### src/rtl/gpio_axis_if.sv
// gpio_axis_if: byte-stream handshake bundle between a stream master and slave.
//
// Parameters:
//   AXI_WIDTH - width of the data bus.
// Signals:
//   data  - stream payload, driven by the master.
//   valid - master has a beat to offer.
//   last  - marks the final beat of a packet.
//   ready - slave accepts the beat this cycle.
// Modports:
//   master - drives data/valid/last, samples ready.
//   slave  - samples data/valid/last, drives ready.

interface gpio_axis_if #(
    parameter int AXI_WIDTH = 8
) ();

    logic [AXI_WIDTH-1:0] data;
    logic                 valid;
    logic                 last;
    logic                 ready;

    modport master (output data, output valid, output last, input ready);
    modport slave  (input data, input valid, input last, output ready);

endinterface

### src/rtl/gpio_axis.sv
// gpio_axis: samples a bank of board inputs and sends their value as a
// fixed-length byte packet on a stream master. The GPIO value sits at byte
// BYTE_START onward, most significant byte first; every other byte is FILL_BYTE.
// A packet is sent once after reset and again whenever the synchronised input
// differs from the value last sent.
//
// Parameters:
//   BYTE_START       - index of the first packet byte carrying GPIO data.
//   GPIO_WIDTH       - input width, a multiple of AXI_WIDTH.
//   AXI_WIDTH        - stream data width.
//   PACKET_LEN       - bytes per packet.
//   FILL_BYTE        - value of every non-GPIO byte.
//   HEARTBEAT_CYCLES - idle cycles before a forced resend (heartbeat build only).
// Ports:
//   clk     - single clock.
//   rst     - synchronous, active-high reset.
//   gpio_in - asynchronous board inputs.
//   m_axis  - stream master (data, valid, last out; ready in).
// Build option:
//   GPIO_AXIS_HEARTBEAT_EN - when defined, an unchanged value is resent after
//   HEARTBEAT_CYCLES idle cycles.

module gpio_axis #(
    parameter int                   BYTE_START       = 31,
    parameter int                   GPIO_WIDTH       = 16,
    parameter int                   AXI_WIDTH        = 8,
    parameter int                   PACKET_LEN       = 64,
    parameter logic [AXI_WIDTH-1:0] FILL_BYTE        = 8'h00,
    parameter int                   HEARTBEAT_CYCLES = 1000000
) (
    input  logic                  clk,
    input  logic                  rst,
    input  logic [GPIO_WIDTH-1:0] gpio_in,
    gpio_axis_if.master           m_axis
);

    localparam int GPIO_BYTES = GPIO_WIDTH / AXI_WIDTH;
    localparam int CNT_W      = (PACKET_LEN > 1) ? $clog2(PACKET_LEN) : 1;
    localparam logic [CNT_W-1:0] LAST_IDX = CNT_W'(PACKET_LEN - 1);

    if ((GPIO_WIDTH % AXI_WIDTH) != 0 ||
        (BYTE_START + GPIO_BYTES) > PACKET_LEN ||
        HEARTBEAT_CYCLES < 1) begin : g_param_err
        $error("gpio_axis: inconsistent parameters");
    end

    typedef enum logic {
        IDLE = 1'b0,
        SEND = 1'b1
    } state_t;

    // Packet byte for index idx: GPIO slice inside the payload window, fill elsewhere.
    function automatic logic [AXI_WIDTH-1:0] byte_at(
        input logic [CNT_W-1:0]      idx,
        input logic [GPIO_WIDTH-1:0] snap
    );
        logic [AXI_WIDTH-1:0] b;
        int                   i;
        b = FILL_BYTE;
        i = int'(idx);
        for (int k = 0; k < GPIO_BYTES; k++) begin
            if (i == BYTE_START + k) begin
                b = snap[GPIO_WIDTH-1-k*AXI_WIDTH -: AXI_WIDTH];
            end
        end
        return b;
    endfunction

    logic [GPIO_WIDTH-1:0] gpio_s1;
    logic [GPIO_WIDTH-1:0] gpio_s2;
    logic [GPIO_WIDTH-1:0] snapshot;
    logic [GPIO_WIDTH-1:0] last_sent;
    logic                  startup;
    logic [CNT_W-1:0]      byte_cnt;
    state_t                state;
    state_t                state_nxt;
    logic                  trigger;
    logic                  hb_expired;
    logic [AXI_WIDTH-1:0]  data_c;
    logic                  valid_c;
    logic                  last_c;

    // Input synchronizer: gpio_in -> s1 -> s2
    always_ff @(posedge clk) begin
        gpio_s1 <= gpio_in;
        gpio_s2 <= gpio_s1;
    end

`ifdef GPIO_AXIS_HEARTBEAT_EN
    localparam logic [31:0] HB_MAX = 32'(HEARTBEAT_CYCLES - 1);

    logic [31:0] hb_cnt;

    // Idle counter: zero while sending and on each packet start, saturating in IDLE.
    always_ff @(posedge clk) begin
        if (rst) begin
            hb_cnt <= '0;
        end else if (state != IDLE || trigger) begin
            hb_cnt <= '0;
        end else if (hb_cnt != HB_MAX) begin
            hb_cnt <= hb_cnt + 32'd1;
        end
    end

    assign hb_expired = (hb_cnt == HB_MAX);
`else
    assign hb_expired = 1'b0;
`endif

    // FSM state register
    always_ff @(posedge clk) begin
        if (rst) begin
            state <= IDLE;
        end else begin
            state <= state_nxt;
        end
    end

    // Next state and stream outputs; data is combinational off byte_cnt so
    // it stays stable for as long as ready is low.
    always_comb begin
        state_nxt = state;
        trigger   = 1'b0;
        valid_c   = 1'b0;
        last_c    = 1'b0;
        data_c    = FILL_BYTE;
        case (state)
            IDLE: begin
                trigger = startup || (gpio_s2 != last_sent) || hb_expired;
                if (trigger) begin
                    state_nxt = SEND;
                end
            end
            SEND: begin
                valid_c = 1'b1;
                data_c  = byte_at(byte_cnt, snapshot);
                last_c  = (byte_cnt == LAST_IDX);
                if (m_axis.ready && last_c) begin
                    state_nxt = IDLE;
                end
            end
            default: state_nxt = IDLE;
        endcase
    end

    // Packet control: startup flag, value last sent, byte index
    always_ff @(posedge clk) begin
        if (rst) begin
            startup   <= 1'b1;
            last_sent <= '0;
            byte_cnt  <= '0;
        end else if (trigger) begin
            startup   <= 1'b0;
            last_sent <= gpio_s2;
            byte_cnt  <= '0;
        end else if (valid_c && m_axis.ready) begin
            byte_cnt <= last_c ? '0 : byte_cnt + CNT_W'(1);
        end
    end

    // Snapshot frozen for the whole packet; only the payload bytes read it.
    always_ff @(posedge clk) begin
        if (trigger) begin
            snapshot <= gpio_s2;
        end
    end

    assign m_axis.data  = data_c;
    assign m_axis.valid = valid_c;
    assign m_axis.last  = last_c;

endmodule

### src/flat_wrapper.sv
// flat-port wrapper written by rule: the top's interface ports become plain ports
module gpio_axis_flat 
#(
    parameter int                   BYTE_START       = 31,
    parameter int                   GPIO_WIDTH       = 16,
    parameter int                   AXI_WIDTH        = 8,
    parameter int                   PACKET_LEN       = 64,
    parameter logic [AXI_WIDTH-1:0] FILL_BYTE        = 8'h00,
    parameter int                   HEARTBEAT_CYCLES = 1000000
)
  (clk, rst, gpio_in, m_axis_data, m_axis_valid, m_axis_last, m_axis_ready);
  gpio_axis_if #(.AXI_WIDTH(AXI_WIDTH)) m_axis_i ();
  input  logic clk;
  input  logic rst;
  input  logic [GPIO_WIDTH-1:0] gpio_in;
  output wire logic [$bits(m_axis_i.data)-1:0] m_axis_data;
  output wire logic [$bits(m_axis_i.valid)-1:0] m_axis_valid;
  output wire logic [$bits(m_axis_i.last)-1:0] m_axis_last;
  input wire logic [$bits(m_axis_i.ready)-1:0] m_axis_ready;
  assign m_axis_data = m_axis_i.data;
  assign m_axis_valid = m_axis_i.valid;
  assign m_axis_last = m_axis_i.last;
  assign m_axis_i.ready = m_axis_ready;
  gpio_axis #(.BYTE_START(BYTE_START), .GPIO_WIDTH(GPIO_WIDTH), .AXI_WIDTH(AXI_WIDTH), .PACKET_LEN(PACKET_LEN), .FILL_BYTE(FILL_BYTE), .HEARTBEAT_CYCLES(HEARTBEAT_CYCLES)) u_core (.clk(clk), .rst(rst), .gpio_in(gpio_in), .m_axis(m_axis_i));
endmodule
### config.mk
export PLATFORM = sky130hd
export DESIGN_NAME = gpio_axis_flat
export DESIGN_NICKNAME = d
export VERILOG_FILES = /design/src/rtl/gpio_axis_if.sv /design/src/rtl/gpio_axis.sv /design/src/flat_wrapper.sv
export SDC_FILE = /design/constraint.sdc
export NUM_CORES = 1
export LEC_CHECK = 0
export CAP_MARGIN = 20
export CORE_MARGIN = 3
export CORE_UTILIZATION = 50
export CTS_CLUSTER_SIZE = 25
export DETAILED_ROUTE_END_ITERATION = 10
export PLACE_DENSITY = 0.73
export SETUP_SLACK_MARGIN = 0.05
export SYNTH_ARGS = -nofsm -noshare
export SYNTH_HDL_FRONTEND = slang
export SYNTH_SLANG_ARGS = --single-unit
### constraint.sdc
create_clock -name clk -period 2.3 [get_ports clk]
set_input_delay 0.46 -clock clk [delete_from_list [all_inputs] [get_ports clk]]
set_output_delay 0.46 -clock clk [all_outputs]
set_load 0.05 [all_outputs]
==> flow_metrics.py <==
metrics = {
    "run_status": {
        "outcome": "complete, no violations",
    },
    "layout": {
        "finalNonFillerCells": 356,
        "final_common_cell": "dfxtp_1",
        "drive_gt1_share_pct": 24.8,
        "nFillCells": 396,
        "num_antenna_cells": 0,
        "final_nets": 302,
        "syn_to_final_growth_pct": 27.6,
        "postLayoutCellArea_um2": 3530,
        "layout_common_cells": "54 x dfxtp_1, 21 x nand2_1, 20 x nor2_1, 18 x xnor2_1, 18 x clkdlybuf4s50_1",
    },
    "global_routing": {
        "overflow": 0,
        "antenna_found_initial": 0,
        "grt_use_total_pct": 17.7,
        "grt_pass1_wl_um": 8540,
        "grt_max_degree": 48,
        "first_global_vias": 1783,
    },
    "power": {
        "pwr-share-seq_pct": 54.8,
        "pwr-share-comb_pct": 7.6,
        "intPower_uw": 2050,
        "ir_drop_v": 0.000671,
        "total_leakage_power_uw": 0.00130,
        "powerDensity_nw_per_um2": 739,
        "p_switching_uw": 560,
        "switching_share_pct": 21.5,
        "clkPwrFrac_pct": 37.6,
    },
    "floorplanning": {
        "rows": 26,
        "start_util_pct": 52.8,
        "core_area_um2": 5240,
        "dieArea_um2": 6460,
        "die-width_um": 80.4,
        "io_pins": 29,
        "die_y_um": 80.4,
    },
    "synth": {
        "netlist_instances": 248,
        "postSynthAreaPerCell_um2": 11.1,
        "synth-edff-count": 16,
        "syn-num-nets": 269,
        "ys_warn_count": 0,
        "synth_top_family_by_area": "simple AND/OR/NAND/NOR gates",
        "synthXorXnorAreaFrac_pct": 6.34,
        "synthArstFlopShare_pct": 0,
        "ys_seq_area_share_pct": 57.9,
        "synth-simple-area-share_pct": 19.6,
        "yosysUniqueCellTypes": 31,
        "yosys-mux-area-fraction_pct": 1.09,
        "ys_seq_elements": 72,
        "synth-compound-area-share_pct": 11.1,
        "synthAdderAreaFrac_pct": 0.905,
        "ys_dominant_reg_cell": "dfxtp_1",
        "syn_area_um2": 2760,
    },
    "route": {
        "first_pass_iters": 4,
        "ant_nets": 0,
        "vias_per_cell": 5.28,
        "wl_um": 4940,
        "drcViolationCount": 0,
        "post_drt_wl_per_cell_um": 13.9,
        "first_iter_violations": 91,
        "vias": 1880,
    },
    "clock_tree": {
        "clock_tree.buffer_depth": 2,
        "h-tree-depth": 3,
        "cts_sinks": 72,
        "cts_buffers": 9,
        "root_buffer": "clkbuf_8",
        "clkLatencyLatePin_ns": 0.34,
        "clk_pin_slew_worst_paths_ns": 0.07,
        "cts_tree": "yes",
    },
    "timing": {
        "setup_viol": 0,
        "tns_ns": 0,
        "fmax_ghz": 0.439,
        "period_minus_slack_ns": 2.28,
        "holdWs_ns": 0.327,
        "final.setup.worst_slack_ns": 0.0246,
        "hold_violations": 0,
        "max-slew-margin-rel_pct": 65.1,
        "worst_slew_pin_slew_ns": 0.523,
        "skew_ns": 0.00805,
        "fin_crit_sh_pct": 98.9,
        "rsz0062_at_grt": "yes",
        "slew_violations": 0,
    },
    "run": {
        "drv_cap": 0,
    },
    "setup_path": {
        "arrival_ns": 1.82,
        "worstSetupPathType": "reg -> out",
        "crit_required_ns": 1.84,
        "crit_fanout": 8,
        "setup.worst_path.start_class": "register",
        "r2r_cells": 6,
        "setup.worst_path.start": "u_core.byte_cnt[0]",
        "critPathCaptureType": "output pin",
        "r2r_start": "u_core.gpio_s2[11]",
    },
    "placement": {
        "post-place-ws_ns": 0.234,
        "place_congestion": 0.786,
        "placed_area_um2": 3240,
        "placed_cells": 337,
        "io_buffers": 28,
        "hpwl_um": 3250,
    },
    "hold_path": {
        "hold-path-cell-count": 0,
        "hp-start": "u_core.gpio_s1[10]",
        "worst_hold_path_type": "reg -> reg",
    },
}
==> synthesized netlist by cell type (2+ instances only) <==
cell type	count	area share, %
nand2_1	21	2.9
ha_1	2	0.91
a311o_1	13	4.7
nor2b_1	21	4.8
o22ai_1	13	2.9
buf_2	4	0.72
clkbuf_1	8	1.1
and3_1	2	0.45
nor3_1	4	0.72
xor2_1	2	0.63
inv_1	2	0.27
nand4_1	4	0.91
nor2_1	20	2.7
and2_1	2	0.45
a22oi_1	8	2.2
a21oi_1	4	0.72
edfxtp_1	16	17
nor3_4	2	1.2
dfxtp_1	56	41
or3b_2	13	4.1
mux2i_1	3	1.1
xnor2_1	18	5.7
buf_6	2	0.81
==> critical path, cell delays in order, from the launching register on <==
cell	delay [ns]
dfxtp_4	0.38
ha_4	0.14
and3_4	0.18
and3b_2	0.35
a22oi_2	0.09
nor2b_2	0.18
buf_12	0.16
==> state kept, by name (all words and copies together), names as in the netlist <==
name / count
u_core.byte_cnt: 6
u_core.gpio_s1: 16
u_core.gpio_s2: 16
u_core.last_sent: 16
u_core.snapshot: 16
u_core.startup: 1
u_core.state: 1
==> per-stage QoR <==
| step | utilization (%) | total power (uW) |
|---|---|---|
| after CTS | 67.2 | 2630 |
| final | 67.3 | 2610 |
| after global placement | 61.8 | 1640 |
| after detailed placement | 61.8 | 1650 |
| after global routing | 67.3 | 2720 |
| after floorplan | - | 1580 |
==> cell type report <==
cell class	instances	area [um2]	area share, %
sequential	72	1610	45.6
clock inverter	3	40.0	1.14
timing repair buffer	37	460	13.1
multi-input combinational	159	1160	33.0
clock buffer	13	159	4.51
inverter	2	7.51	0.213
tap	70	87.6	2.48
==> logic make-up after synthesis <==
group	count (synthesis)
AND/OR/NAND/NOR	94
flip-flops	72
AO/OA/AOI/OAI	40
XOR/XNOR	20
buffers and inverters	17
multiplexers	3
adder cells (fa/ha/maj)	2
==> layer usage <==
layer / part of all wire (%) / GRT usage [%] / up-vias
met2: 49 / 27.7 / 49
met5: 0 / 0 / -
met1: 45 / 22.3 / 876
met4: 1.9 / 10.1 / 0
met3: 3.7 / 4.04 / 8
li1: - / - / 947
==> power groups by stage <==
stage	registers (uW)	logic (uW)	clock network [uW]
floorplan	1440	137	0
global placement	1450	191	0
detailed placement	1450	197	0
CTS	1430	200	998
global route	1440	221	1060
finish	1430	198	979
==> repair_timing <==
| action | CTS | global route |
|---|---|---|
| hold buffers | 0 | 0 |
| hold endpoints to repair | 0 | 0 |
| gates resized for setup | 17 | 0 |
| setup buffers | 2 | 1 |
| pin swaps | 2 | 7 |
| setup endpoints to repair | 8 | 8 |
==> final timing paths <==
| kind | end | slack, ns |
|---|---|---|
| max | m_axis_data[5] | 0.02 |
| min | u_core.gpio_s2[10] | 0.33 |
| max reg2reg | u_core.last_sent[10] | 0.43 |
| min reg2reg | u_core.gpio_s2[10] | 0.33 |
(Power assumes the default switching activity.)
==> RTL change 1: new RTL, same settings <==
`PACKET_LEN` is set to 64 in 2 places; all go to 128.
--- a/src/rtl/gpio_axis.sv
+++ b/src/rtl/gpio_axis.sv
@@ -24,7 +24,7 @@
     parameter int                   BYTE_START       = 31,
     parameter int                   GPIO_WIDTH       = 16,
     parameter int                   AXI_WIDTH        = 8,
-    parameter int                   PACKET_LEN       = 64,
+    parameter int                   PACKET_LEN       = 128,
     parameter logic [AXI_WIDTH-1:0] FILL_BYTE        = 8'h00,
     parameter int                   HEARTBEAT_CYCLES = 1000000
 ) (
--- a/src/flat_wrapper.sv
+++ b/src/flat_wrapper.sv
@@ -4,7 +4,7 @@
     parameter int                   BYTE_START       = 31,
     parameter int                   GPIO_WIDTH       = 16,
     parameter int                   AXI_WIDTH        = 8,
-    parameter int                   PACKET_LEN       = 64,
+    parameter int                   PACKET_LEN       = 128,
     parameter logic [AXI_WIDTH-1:0] FILL_BYTE        = 8'h00,
     parameter int                   HEARTBEAT_CYCLES = 1000000
 )
Check against the original RTL: no difference found for any inputs over 10 cycles, from zero or initial values and one cycle with rst high; that may be too few to reach the edited logic, so the function may still have changed.
==> RTL change 1 against the unedited design <==
First-iteration DRC count rose by 25%; largest power group unchanged; setup slack lost 0.021 ns; highest routed layer unchanged; register-to-register slack gained 0.06 ns; sequential cell count is 1 higher; wire length rose by 4.1%; largest cell class unchanged; non-clock buffer count rose by 1; area after synthesis is 1.2% higher; clock power shrank 5.9%; critical path depth grew 1; design area increased by 2.7%; power is 1.4% lower; critical path type unchanged.
==> RTL change 1: results (changes against the unedited design) <==
[synth]
postSynthAreaPerCell_um2=11.1  ; about the same
synth_cell_type_count=33  ; +6.5%
yosys-top-cells-count=57 x dfxtp_1, 22 x nand2_1, 21 x nor2_1, 21 x nor2b_1, 19 x xnor2_1

[global_routing]
use_met1=0.219  ; -0.00383
grt_pass1_vias=1782  ; -0.056%
grt.total_usage=0.171  ; -0.00586
use_met3=0.0665  ; +0.0262
grt_max_degree=47  ; -2.1%
met2_usage=0.265  ; -0.0121
grt_pass1_wl_mm=8.34  ; -2.3%

[final_layout]
nonClockBufferCount=38  ; +2.7%
clockBufferCount=12  ; -1
final-nonclk-buf-share=0.131  ; +0.000762
multi_input_cells=163  ; +2.5%

[place]
gp_congestion=0.741  ; -5.6%
placed_area_um2=3310  ; +2.4%
placed_cells=342  ; +1.5%

[power]
intPower_w=0.00199  ; -2.6%
pg_clk_w=0.000921  ; -5.9%
leakagePower_nw=1.33  ; +1.8%

[status]
status=complete, no violations

[timing]
fin_crit_sh=0.998  ; +0.00904
tightest_slew_ns=0.460  ; -0.0632 ns

[routing]
met2WireLength_mm=2.47  ; +1.9%
drt-total-wl_mm=5.15  ; +4.1%
met3WireLength_um=283  ; +56%

[critical_path]
crit_fanout=5  ; -3
crit_buf_inv=2  ; +1
critPathLaunch=u_core.byte_cnt[1]

[clock_tree]
cts_setup_buffers=0  ; -2

==> RTL change 1: cell count changes in the layout (fill, tap and decap cells not counted), moves of 2 or more <==
cell	before	now
clkinv_2	2	0
nand4_1	4	6
nor2b_2	8	0
nor2b_4	0	8
==> RTL change 1: worst min path at each step <==
| stage | from | end | slack (ns) | depth (start not counted) |
|---|---|---|---|---|
| 2_1_floorplan | u_core.gpio_s1[0] | u_core.gpio_s2[0] | 0.31 | 0 |
| 3_3_place_gp | u_core.gpio_s1[12] | u_core.gpio_s2[12] | 0.31 | 0 |
| 3_5_place_dp | u_core.gpio_s1[12] | u_core.gpio_s2[12] | 0.31 | 0 |
| 4_1_cts | u_core.gpio_s1[12] | u_core.gpio_s2[12] | 0.32 | 0 |
| 5_1_grt | u_core.gpio_s1[12] | u_core.gpio_s2[12] | 0.33 | 0 |
| 6_report | u_core.gpio_s1[4] | u_core.gpio_s2[4] | 0.33 | 0 |
==> RTL change 2: new RTL, same settings <==
Made on the original files. Add a define of `GPIO_AXIS_HEARTBEAT_EN`.
--- a/src/rtl/gpio_axis.sv
+++ b/src/rtl/gpio_axis.sv
@@ -19,6 +19,8 @@
 // Build option:
 //   GPIO_AXIS_HEARTBEAT_EN - when defined, an unchanged value is resent after
 //   HEARTBEAT_CYCLES idle cycles.
+
+`define GPIO_AXIS_HEARTBEAT_EN
 
 module gpio_axis #(
     parameter int                   BYTE_START       = 31,
Function: no difference found for any inputs over 10 cycles, from zero or initial values and one cycle with rst high; that may be too few to reach the edited logic, so the function may still have changed.
==> RTL change 2 against the unedited design <==
Area after synthesis up 43%; sequential cell count up 32; synthesized cell count up 51%; design area grew 34%; critical path depth is the same; first-iteration DRC count rose by 55%; die area rose by 39%; critical path type unchanged; setup slack improved by 0.068 ns; wire length rose by 40%; count of clock-buffer cells in the layout is 3 lower; core utilization down 3.8 points; power rose by 22%.
==> RTL change 2: results (changes against the unedited design) <==
[status]
status=complete, no violations

[global_routing]
grt_pass1_wl_mm=11.9  ; +39%
met2_usage=0.279  ; +0.00160
use_met3=0.0502  ; +0.00984
use_met1=0.211  ; -0.0113
grt_pass1_vias=2607  ; +46%
grt_max_degree=33  ; -31%

[synth]
synth-seq-area-share=0.569  ; -0.0109
synth_area_leaders=dfxtp_1 45%, edfxtp_1 12%, xnor2_1 7.3%
yosys-top-cells-count=88 x dfxtp_1, 55 x nor2_1, 38 x nand2_1

[power]
leakagePower_nw=1.65  ; +27%
peakVddDrop_uv=538  ; -20%

[place]
place_hpwl_mm=4.74  ; +46%
pre_cts_ws_ns=0.345  ; +0.111 ns

[final_layout]
drive_gt1_frac=0.154  ; -0.0940
nNetsFinal=432  ; +43%

[routing]
drt_iter0_markers=141  ; +55%
met2WireLength_mm=3.31  ; +36%
vias=2671  ; +42%
met3WireLength_um=322  ; +78%
met1Wirelength_mm=3.21  ; +43%
avgRoutedWirePerCell_um=13.5  ; -3.1%

[timing]
hold_slack_ns=0.335  ; +0.00831 ns
max-slew-margin-rel=0.592  ; -0.0587
skew_ns=0.00698  ; -0.00107 ns

[critical_path]
worst_ep_arrival_time_ns=1.75  ; -0.07 ns
reg2reg_from=u_core.hb_cnt[0]

[clock_tree]
cts.clk_slew.worst_paths_ns=0.10  ; +0.03 ns
post_cts_resized=11  ; -6
clk-insertion-delay-late_ns=0.37  ; +0.03 ns

[min_path]
min_to=u_core.gpio_s2[2]

## RTL change 2: cell count changes in the layout (fill, tap and decap cells not counted), sizes merged, moves of 13 or more
cell	delta
o22ai	-13
nand2	+17
nor2	+35
or3b	-13
nor3	+13
a311o	-13
xor2	+16
mux2i	+14
xnor2	+15
dfxtp	+32
nor2b	-21
## RTL change 2: critical path, cell delays in order (launching register included)
cell,delay [ns]
dfxtp_4,0.37
inv_1,0.06
ha_1,0.14
and4b_4,0.34
a22oi_2,0.11
nor2_2,0.19
buf_12,0.17
## RTL change 2: final cells by class
class | instances | area [µm²] | share of cell area
sequential | 104 | 2250 | 0.476
multi-input combinational | 247 | 1660 | 0.350
timing repair buffer | 38 | 464 | 0.0982
clock buffer | 10 | 138 | 0.0291
tap | 99 | 124 | 0.0262
clock inverter | 6 | 57.6 | 0.0122
inverter | 10 | 37.5 | 0.00794
## RTL change 2: stage by stage
step	cells	cell area [µm²]	total power, W
after global placement	496	4430	0.00212
after global routing	514	4730	0.00331
after floorplan	374	3940	0.00207
final	514	4730	0.00318
after detailed placement	496	4430	0.00213
after CTS	514	4680	0.00321
## RTL change 2: report_power, final
group          internal (W)  leakage, nW  switching (W)
combinational     0.0000756        0.670      0.0000658
clock              0.000450        0.101       0.000640
sequential          0.00191        0.883      0.0000376
## RTL change 2: cell families (layout without fill, tap and decap cells)
group / after synthesis / in the layout / synth area share
xor+xnor: 51 / 51 / 0.113
simple gates: 159 / 159 / 0.205
mux: 17 / 17 / 0.0431
buf+inv: 23 / 64 / 0.0308
compound gates: 17 / 17 / 0.0298
fa+ha+maj: 3 / 3 / 0.00952
flops: 104 / 104 / 0.569
